## src/rtl/chacha_qr_sequencer.sv

```systemverilog
// ChaCha quarter-round sequencer: four byte-addressable 32-bit words, updated
// one add/xor/rotate step per clock for a programmable number of quarter rounds.
module chacha_qr_sequencer (
   input  logic       clk,
   input  logic       rst_n,
   input  logic [7:0] i_din,
   input  logic [3:0] i_addr,
   input  logic       i_wr_en,
   input  logic       i_start,
   input  logic [3:0] i_n_qr,
   output logic [7:0] o_dout,
   output logic       o_busy,
   output logic       o_done
);

   typedef enum logic [1:0] {IDLE, RUN, DONE} state_t;

   state_t      r_state;
   state_t      w_next;
   logic [31:0] r_a, r_b, r_c, r_d;
   logic [1:0]  r_step;
   logic [3:0]  r_qr;
   logic [3:0]  r_nqr;
   logic [7:0]  r_dout;

   logic [31:0] w_sumAb, w_sumCd, w_xorD, w_xorB;
   logic [31:0] w_rdWord;
   logic        w_lastStep;

   assign w_sumAb    = r_a + r_b;
   assign w_sumCd    = r_c + r_d;
   assign w_xorD     = r_d ^ w_sumAb;
   assign w_xorB     = r_b ^ w_sumCd;
   assign w_lastStep = (r_step == 2'd3) && (r_qr == (r_nqr - 4'd1));

   always_comb begin
      w_rdWord = r_a;
      case (i_addr[3:2])
         2'd0: w_rdWord = r_a;
         2'd1: w_rdWord = r_b;
         2'd2: w_rdWord = r_c;
         2'd3: w_rdWord = r_d;
         default: w_rdWord = r_a;
      endcase
   end

   always_comb begin
      w_next = r_state;
      case (r_state)
         IDLE: begin
            if (i_start) begin
               w_next = (i_n_qr == 4'd0) ? DONE : RUN;
            end
         end
         RUN: begin
            if (w_lastStep) begin
               w_next = DONE;
            end
         end
         DONE: w_next = IDLE;
         default: w_next = IDLE;
      endcase
   end

   always_ff @(posedge clk) begin
      if (!rst_n) begin
         r_state <= IDLE;
      end else begin
         r_state <= w_next;
      end
   end

   // Reads sample the pre-edge words, so a write lands one cycle before it is visible.
   always_ff @(posedge clk) begin
      if (!rst_n) begin
         r_a    <= '0;
         r_b    <= '0;
         r_c    <= '0;
         r_d    <= '0;
         r_step <= '0;
         r_qr   <= '0;
         r_nqr  <= '0;
         r_dout <= '0;
      end else begin
         r_dout <= w_rdWord[{i_addr[1:0], 3'b000} +: 8];
         case (r_state)
            IDLE: begin
               if (i_wr_en) begin
                  case (i_addr[3:2])
                     2'd0: r_a[{i_addr[1:0], 3'b000} +: 8] <= i_din;
                     2'd1: r_b[{i_addr[1:0], 3'b000} +: 8] <= i_din;
                     2'd2: r_c[{i_addr[1:0], 3'b000} +: 8] <= i_din;
                     2'd3: r_d[{i_addr[1:0], 3'b000} +: 8] <= i_din;
                     default: ;
                  endcase
               end
               if (i_start) begin
                  r_nqr  <= i_n_qr;
                  r_step <= '0;
                  r_qr   <= '0;
               end
            end
            RUN: begin
               case (r_step)
                  2'd0: begin
                     r_a <= w_sumAb;
                     r_d <= {w_xorD[15:0], w_xorD[31:16]};
                  end
                  2'd1: begin
                     r_c <= w_sumCd;
                     r_b <= {w_xorB[19:0], w_xorB[31:20]};
                  end
                  2'd2: begin
                     r_a <= w_sumAb;
                     r_d <= {w_xorD[23:0], w_xorD[31:24]};
                  end
                  default: begin
                     r_c <= w_sumCd;
                     r_b <= {w_xorB[24:0], w_xorB[31:25]};
                  end
               endcase
               r_step <= r_step + 2'd1;
               if (r_step == 2'd3) begin
                  r_qr <= r_qr + 4'd1;
               end
            end
            default: ;
         endcase
      end
   end

   assign o_dout = r_dout;
   assign o_busy = (r_state == RUN);
   assign o_done = (r_state == DONE);

endmodule

```

## config.mk

```make
export PLATFORM = sky130hd
export DESIGN_NAME = chacha_qr_sequencer
export DESIGN_NICKNAME = d
export VERILOG_FILES = /design/src/rtl/chacha_qr_sequencer.sv
export SDC_FILE = /design/constraint.sdc
export NUM_CORES = 1
export LEC_CHECK = 0
export CAP_MARGIN = 20
export CORE_UTILIZATION = 40
export CTS_CLUSTER_DIAMETER = 40
export DETAILED_ROUTE_END_ITERATION = 8
export PLACE_DENSITY = 0.64
export SYNTH_ARGS = -nofsm -noshare
export SYNTH_HDL_FRONTEND = slang
export SYNTH_SLANG_ARGS = --single-unit
```

## constraint.sdc

```tcl
create_clock -name clk -period 2.57 [get_ports clk]
set_input_delay 0.3855 -clock clk [delete_from_list [all_inputs] [get_ports clk]]
set_output_delay 0.3855 -clock clk [all_outputs]
set_load 0.005 [all_outputs]
```

# After elaboration in Yosys (flattened, before gate mapping)
# Index checks and enable logic that the tools add are counted.
dict set report totals {
  latchBits 0
  mem_count 0
  mem_bits_ro 0
  inputBits 20
  regBits 148
  mem_bits_rw 0
  out_inout_bits 10
}
dict set report classes {
  multipliers 0
  shifts 3
  bitwise_logic 2
  n_reduce_logical 15
  n_eq_ne 20
  muxes 30
  n_div 0
  n_addsub 6
  order_cmp 0
}
# op count
set ops {}
lappend ops {{$pmux W32 S2} 6}
lappend ops {{$mux W32} 10}
lappend ops {{$bwmux W32} 4}
lappend ops {{$pmux W32 S4} 1}
lappend ops {{$add A32 B32 Y32} 2}
lappend ops {{$xor A32 B32 Y32} 2}
lappend ops {{$shift A8 B7 Y32 const A} 1}
lappend ops {{$shiftx A32 B6 Y8} 1}
lappend ops {{$shiftx A8 B7 Y32} 1}
lappend ops {{$reduce_and A4 Y1} 4}
lappend ops {{$ne A2 B1 Y1 const B} 6}
lappend ops {{$eq A2 B2 Y1 const B} 5}
lappend ops {{$mux W2} 4}
lappend ops {{$mux W4} 2}
lappend ops {{$ne A2 B2 Y1 const B} 4}
lappend ops {{$pmux W2 S2} 2}
lappend ops {{$pmux W4 S2} 1}
lappend ops {{$neg A5 Y7} 1}
lappend ops {{$eq A2 B1 Y1 const B} 3}
lappend ops {{$logic_not A2 Y1} 3}
lappend ops {{$reduce_and A2 Y1} 3}
lappend ops {{$add A4 B1 Y4 const B} 1}
lappend ops {{$eq A4 B4 Y1} 1}
lappend ops {{$logic_not A4 Y1} 1}
lappend ops {{other kinds (7)} 7}

# Depth between registers and ports, before layout
# Gate-level depths: netlist (run 1).
dict set report logic_depth {
  depth_word 6
  depth_mapped 11
  mapped_depth_nobuf 11
}

# Worst setup path after synthesis (run 1)
# Ideal clock, no wire load.
dict set report synth_path {
  path_kind {register -> register}
  from {register r_b[0]}
  to {register r_d[24]}
  path_stages_with_launch 12
  setup_ns 0.074
  setup_slack_ns -0.251
  arrival_ns 2.747
  required_time_ns 2.496
  n_path_buf 0
  cell_sequence {dfxtp_1 > ha_1 > fa_1 > a21o_1 > nand4_1 > nand2_2 > a221o_1 > a311oi_4 > xor2_1 > o21ai_0 > a211o_1 > a31oi_1}
}
dict set report synth_between {
  elab_chain_cells 4
}
# item line_no
set synth_rtl {}
lappend synth_rtl {{from (decl)} 20} ;# logic [31:0] r_a, r_b, r_c, r_d;
lappend synth_rtl {{from (signal, indexed assignment)} 91} ;# 2'd1: r_b[{i_addr[1:0], 3'b000} +: 8] <= i_din;
lappend synth_rtl {{from (signal assigned)} 111} ;# r_b <= {w_xorB[19:0], w_xorB[31:20]};
lappend synth_rtl {{from (signal assigned)} 119} ;# r_b <= {w_xorB[24:0], w_xorB[31:25]};
lappend synth_rtl {{$add A32 B32 Y32} 30} ;# assign w_sumAb = r_a + r_b;
lappend synth_rtl {{$xor A32 B32 Y32} 32} ;# assign w_xorD = r_d ^ w_sumAb;
lappend synth_rtl {{$pmux W32 S2} 104} ;# case (r_step)
lappend synth_rtl {{$pmux W32 S2} 86} ;# case (r_state)
lappend synth_rtl {{to (signal, indexed assignment)} 93} ;# 2'd3: r_d[{i_addr[1:0], 3'b000} +: 8] <= i_din;
lappend synth_rtl {{to (signal assigned)} 107} ;# r_d <= {w_xorD[15:0], w_xorD[31:16]};
lappend synth_rtl {{to (signal assigned)} 115} ;# r_d <= {w_xorD[23:0], w_xorD[31:24]};
lappend synth_rtl {{to (decl)} 20}
# Every way passes these cells.
# A chain may end at the register's enable or synchronous reset.

# Worst setup path after layout (run 1)
dict set report layout_path {
  from {register r_b[0]}
  to {register r_d[6]}
}
# Same word-level chain as after synthesis.

==> metrics.txt, run 1 <==
outcome finished, violations left; failing checks negative setup slack; Global Route met1 Usage 0.560; share of cells above drive strength 1 0.435; Pre-antenna DRT Iters 6; largest net degree at the start of global routing 49; Wirelength per Cell 26.8 µm; Gate power share 0.413; final core utilization 0.661; Ports 30; Max-Cap Viols 0; Crit. End Element flip-flop; clock power share 0.297; Rel. slew slack 0.319; Worst Path Required 2.86 ns; leakage 8.09 nW; share of power burned in registers 0.289; initial antenna violation count 3; Seq/Total Area, Yosys 0.250; most used flip-flop cell after synthesis dfxtp_1; cell count after placement 2302; post-route minimum period around 3.2 ns; setup violators final 73; Synth warnings 0; Vias/cell 6.18; detailed-route DRC error count 0; RSZ-0062 raised after global routing true; DRT iter0 DRCs 1799; clk root buf clkbuf_16; CTS max path bufs 2; Max IR drop VDD between 0.0004 and 0.0005 V; CTS clk-pin slew, worst paths roughly 0.070 ns; die span in y 174 µm; Fin Hold WS 0.504 ns; die width ~170 µm; crit path kind flip-flop to flip-flop; Synth Net Count between 1500 and 2000; dpl hpwl around 48000 µm; Syn Area/Cell 7.77 µm²; core area 28900 µm²; Mapped Area 11900 µm²; grt ovf 0; Sink Count 148; final worst-path setup slack -0.645 ns; pwr/cell area 483 nW/µm²; Yosys reg bits 148; NetSw 0.00352 W; TritonCTS clock tree built; vias in the first global route 14284; first-pass GRT wire length 92300 µm; M3 GR Usage 0.104; synthesis-to-finish area growth 61.1%; fin nets 2083; busiest grt layer met2; TritonCTS Buffers 17; Arr. time, crit path roughly 3.5 ns; initial core utilization 0.410; Vias 14760; final wirelength 63900 µm; CP startpoint kind flip-flop; row count 62; internal power 0.00572 W; ys async rst share 0; fin crit share 1.25; final std cells w/o fill 2387; Die ar. 30400 µm²; gp weighted congestion 1.08; post-synthesis cell type count 77; internal reg-to-reg setup slack -0.65 ns; GRT Util Overall 0.416; Fmax around 310 MHz; GR Util met2 0.610; post-synthesis instance total 1527; Worst-Skew Late Latency 0.46 ns; number of flops mapped to enable cells by yosys 0; Tightest Pin Transition between 1 and 1.5 ns; Worst Hold Class primary input to flip-flop; Fin. Hold Viols 0; CP max FO 3; Final Skew 0.0143 ns; ANT nets after route 0; Buffers on Ports 29; H-Tree Depth 4; Slew Limit Fails 0; Net Sw Frac 0.381
==> state kept, by name, indices dropped and copies added, names as in the netlist <==
| register | flops |
|---|---|
| r_a | 32 |
| r_state | 2 |
| r_c | 32 |
| r_d | 32 |
| o_dout | 8 |
| r_b | 32 |
| r_qr | 4 |
| r_nqr | 4 |
| r_step | 2 |
==> worst max-delay path, cell delays in order (launching register included) <==
cell and delay, ns:
dfxtp_4 0.38, ha_4 0.14, fa_2 0.20, a21o_1 0.13
nand4_1 0.18, a2111o_1 0.46, and3b_2 0.25, a21oi_4 0.17
xor2_1 0.16, buf_4 0.18, xor2_4 0.19, o211ai_1 0.13
a41oi_2 0.46
==> cells by family (layout without fill, tap and decap cells) <==
logic type	count (synthesis)	in the layout	synth area share
adder cells (fa/ha/maj)	74	74	0.0793
XOR/XNOR	132	132	0.108
AND/OR/NAND/NOR	446	446	0.166
buffers and inverters	124	599	0.0396
other	0	1	0
AO/OA/AOI/OAI	556	556	0.295
multiplexers	47	47	0.0619
flip-flops	148	148	0.250
==> synthesized netlist by cell type (4+ instances only) <==
cell type,number,area (µm²)
a311oi_1,4,35.0
o21a_1,15,113
nand4_1,11,68.8
nor3_1,32,160
xor2_1,45,394
o211ai_1,25,188
a22oi_1,5,37.5
a211oi_1,28,210
nand3_1,29,145
and3_1,9,56.3
a41oi_1,13,114
buf_1,10,37.5
nand2b_1,6,37.5
o21ai_1,12,60.1
a21oi_1,118,591
ha_1,72,901
o211a_1,4,40.0
a31oi_1,77,482
nor2b_1,4,25.0
xnor3_1,7,158
xnor2_1,78,683
mux4_2,21,473
nor4_1,5,31.3
mux2i_1,25,250
dfxtp_1,148,2960
o31a_1,4,35.0
clkbuf_1,83,312
a21o_1,31,233
o21ai_0,157,786
o311ai_1,4,35.0
and2_1,13,81.3
o21bai_1,4,30.0
or3_1,10,62.6
buf_2,4,20.0
a221oi_1,15,131
nor2_1,137,514
o311ai_0,5,43.8
o22ai_1,5,31.3
nand2_1,173,649
inv_1,22,82.6
==> metal layers <==
| layer | part of all wire | up-vias |
|---|---|---|
| li1 | - | 6578 |
| met1 | 0.41 | 7125 |
| met2 | 0.41 | 861 |
| met3 | 0.11 | 194 |
| met4 | 0.063 | 2 |
| met5 | 0.00020 | - |
==> layout by cell type (no fill, tap or decap), types with 23 or more instances in the layout <==
cell type / instances
buf_4: 469
nand2_1: 162
o21ai_0: 136
nor2_1: 124
dfxtp_1: 118
a21oi_1: 81
a31oi_1: 61
ha_1: 39
xnor2_1: 37
buf_6: 36
xnor2_2: 33
a21o_1: 31
ha_4: 29
nor3_1: 28
nand3_1: 26
clkdlybuf4s50_1: 26
a21oi_2: 25
xor2_1: 25
o211ai_1: 25
mux2i_1: 24
a211oi_1: 23
==> stage by stage <==
stage	instance area (µm²)	power (W)	setup WS, ns	setup TNS (ns)
final	19100	0.00924	-0.645	-16.47
after global routing	19100	0.00946	-0.649	-23.23
after CTS	18300	0.00884	-0.516	-10.70
after detailed placement	15900	0.00569	-1.02	-27.81
after global placement	15900	0.00567	-1.06	-26.77
after floorplan	12000	0.00411	-0.125	-0.298
==> cell type report <==
| cell class | count | area (µm²) |
|---|---|---|
| multi-input combinational | 1255 | 10600 |
| sequential | 148 | 3030 |
| clock buffer | 19 | 443 |
| clock inverter | 13 | 159 |
| inverter | 27 | 101 |
| antenna | 1 | 2.50 |
| fill | 2350 | 9820 |
| timing repair buffer | 540 | 4320 |
| tap | 384 | 480 |
==> power by group through the flow <==
stage | clock [W] | sequential (W) | combinational [W]
global placement | 0 | 0.00267 | 0.00301
CTS | 0.00273 | 0.00265 | 0.00346
finish | 0.00275 | 0.00267 | 0.00382
detailed placement | 0 | 0.00267 | 0.00302
floorplan | 0 | 0.00263 | 0.00147
global route | 0.00281 | 0.00268 | 0.00397
==> path summary, 6_finish.rpt <==
check / cells after the start / end / startpoint
setup / recovery: 12 / r_d[6] / r_b[0]
hold / removal: 4 / r_a[4] / rst_n
setup reg to reg: 12 / r_d[6] / r_b[0]
hold reg to reg: 2 / r_qr[3] / r_qr[3]
==> what timing repair did <==
item                                    in CTS  in global routing
setup buffers                               36                 30
resized for setup                          290                124
hold endpoints to repair                     0                  0
cloned                                       0                  0
endpoints found under the setup margin      91                 92
pin swaps                                  125                107
hold buffers                                 0                  0
Power figures use the tool's default switching activity.
==> run 2, diff against run 1 <==
CELL_PAD_IN_SITES_DETAIL_PLACEMENT = 1   (was default)
CELL_PAD_IN_SITES_GLOBAL_PLACEMENT = 1   (was default)
CTS_CLUSTER_DIAMETER = 80   (was 40)
PLACE_DENSITY = 0.79   (was 0.64)
REMOVE_ABC_BUFFERS = 1   (was default)
==> run 2 against run 1 <==
The flow finishes with violations (max-capacitance violations, max-slew violations, negative setup slack). Flip-flop and latch count stayed put. Design area is 4.3% higher. Hold slack worse by 0.069 ns. Cell count is 1.9% higher. Clock power is 4% higher. Utilization is 2.8 points higher. Clock skew is 0.011 ns higher. Routed wire length is 50% higher.
==> metrics.txt, run 2 (synthesized netlist as in run 1, its figures left out) <==
Place WS -0.999 ns (+0.0200 ns); Worst-Skew Late Latency 0.47 ns (about the same); Max-Cap Viols 1 (+1); share of cells above drive strength 1 0.476 (+0.0405); CP max FO 5 (+2); pwr/cell area 507 nW/µm² (+4.8%); TritonCTS clock tree built; Wirelength per Cell 39.3 µm (+47%); first-pass GRT wire length 116000 µm (+25%); dpl hpwl 55800 µm (+17%); final core utilization 0.689 (+0.0283); die span in y 174 µm (unchanged); setup violators final 105 (+44%); grt ovf 0 (unchanged); initial antenna violation count 13 (+10); CTS max path bufs 2 (unchanged); CTS clk-pin slew, worst paths 0.09 ns (+0.02 ns); GRT Util Overall 0.524 (+0.108); gp weighted congestion 1.08 (+0.53%); Max IR drop VDD 0.000429 V (-6.8%); reg-to-reg startpoint r_b[25]; Fill cells 3129 (+33%); Tightest Pin Transition 1.73 ns (+0.717 ns); setup tns final -40.32 ns (-23.85 ns); RSZ-0062 raised after global routing true; Buffers on Ports 29 (unchanged); initial core utilization 0.410 (unchanged); DRT iter0 DRCs 2905 (+61%); Rel. slew slack -0.168 (-0.488); core area 28900 µm² (unchanged); fin crit share 1.58 (+0.330); H-Tree Depth 4 (unchanged); post-route minimum period 4.06 ns (+0.847 ns); row count 62 (unchanged); Sink Count 148 (unchanged); Slew Limit Fails 2 (+2); Register Area 3090 µm² (+2.0%); leakage 8.48 nW (+4.9%); detailed-route DRC error count 0 (unchanged); final worst-path setup slack -1.49 ns (-0.847 ns); outcome finished, violations left; Pre-antenna DRT Iters 8 (+2); Arr. time, crit path 4.36 ns (+0.86 ns); Hold-fix buffers, CTS 0 (unchanged); failing checks max-capacitance violations, max-slew violations, negative setup slack; commonest non-fill, non-tap cell in the layout buf_4; cell count after placement 2344 (+1.8%); synthesis-to-finish area growth 68.0%; Final Skew 0.0249 ns (+0.0106 ns); clk root buf clkbuf_16; final wirelength 95600 µm (+50%); Ports 30 (unchanged); Worst Hold Class primary input to flip-flop; Vias 18424 (+25%); Hold Path Origin rst_n; crit path kind flip-flop to flip-flop; vias in the first global route 17092 (+20%); footprint of the multi-input gates 10900 µm² (+3.1%); die width 174 µm (unchanged); Worst Path Required 2.87 ns (about the same); Die ar. 30400 µm² (unchanged); final std cells w/o fill 2433 (+1.9%); Crit. End Element flip-flop; Critical Path Start r_b[25]; fin nets 2125 (+2.0%); largest net degree at the start of global routing 49 (unchanged); TritonCTS Buffers 17 (unchanged); Fin. Hold Viols 0 (unchanged); CP startpoint kind flip-flop; overall power 0.0101 W (+9.3%); Vias/cell 7.57 (+22%); most frequent cells in the layout buf_4, nand2_1, o21ai_0; Fmax 246 MHz (-21%); ANT nets after route 0 (unchanged)
-- run 2: through the flow --
step                hold WS, ns  instance area (µm²)
finish                    0.435                19900
global route              0.420                19900
CTS                       0.409                18700
detailed placement        0.514                16100
global placement          0.492                16100
floorplan                 0.468                11500
-- run 2: worst paths after layout --
check         endpoint  slack (ns)  cells after the start
min reg2reg  r_step[0]        0.56                      2
min            r_a[31]        0.44                      2
max            r_d[15]       -1.49                     10
max reg2reg    r_d[15]       -1.49                     10
-- run 2: worst max-delay path, cell delays in order (launching register included) --
cell      delay [ns]
dfxtp_1         0.42
ha_1            0.48
nand2_1         0.24
o21ai_0         0.74
nand3_1         0.24
a21oi_1         0.25
a211oi_1        0.08
o31a_1          0.18
xnor2_2         0.23
a221oi_2        0.93
nor2_1          0.09
-- run 2: layer usage --
| metal | global-route usage | routed length [µm] | part of all wire | vias to the layer above |
|---|---|---|---|---|
| li1 | - | - | - | 6659 |
| met1 | 0.611 | 30900 | 0.32 | 8707 |
| met2 | 0.816 | 38600 | 0.40 | 2064 |
| met3 | 0.165 | 14000 | 0.15 | 966 |
| met4 | 0.364 | 11700 | 0.12 | 28 |
| met5 | 0.0128 | 470 | 0.0049 | - |
-- run 2: power by group --
group          internal (W)  switching, W
registers           0.00247      0.000293
clock network       0.00161       0.00126
logic               0.00180       0.00267
-- run 2: layout make-up --
cell class	count	share of cell area
clock buffer	21	0.0236
tap	384	0.0241
antenna	5	0.000628
inverter	27	0.00508
clock inverter	11	0.00753
timing repair buffer	582	0.237
multi-input combinational	1255	0.548
sequential	148	0.155
-- run 2: what timing repair did --
| item | CTS | global route |
|---|---|---|
| endpoints found under the hold margin | 0 | 0 |
| gates resized for setup | 355 | 198 |
| pin swaps | 166 | 135 |
| setup buffers | 33 | 51 |
| setup endpoints to repair | 98 | 114 |
==> run 3, diff against run 2 <==
GPL_ROUTABILITY_DRIVEN = 1   (was default)
==> results of run 3 <==
No change in the layout: final DEF, timing and power equal those of run 2.
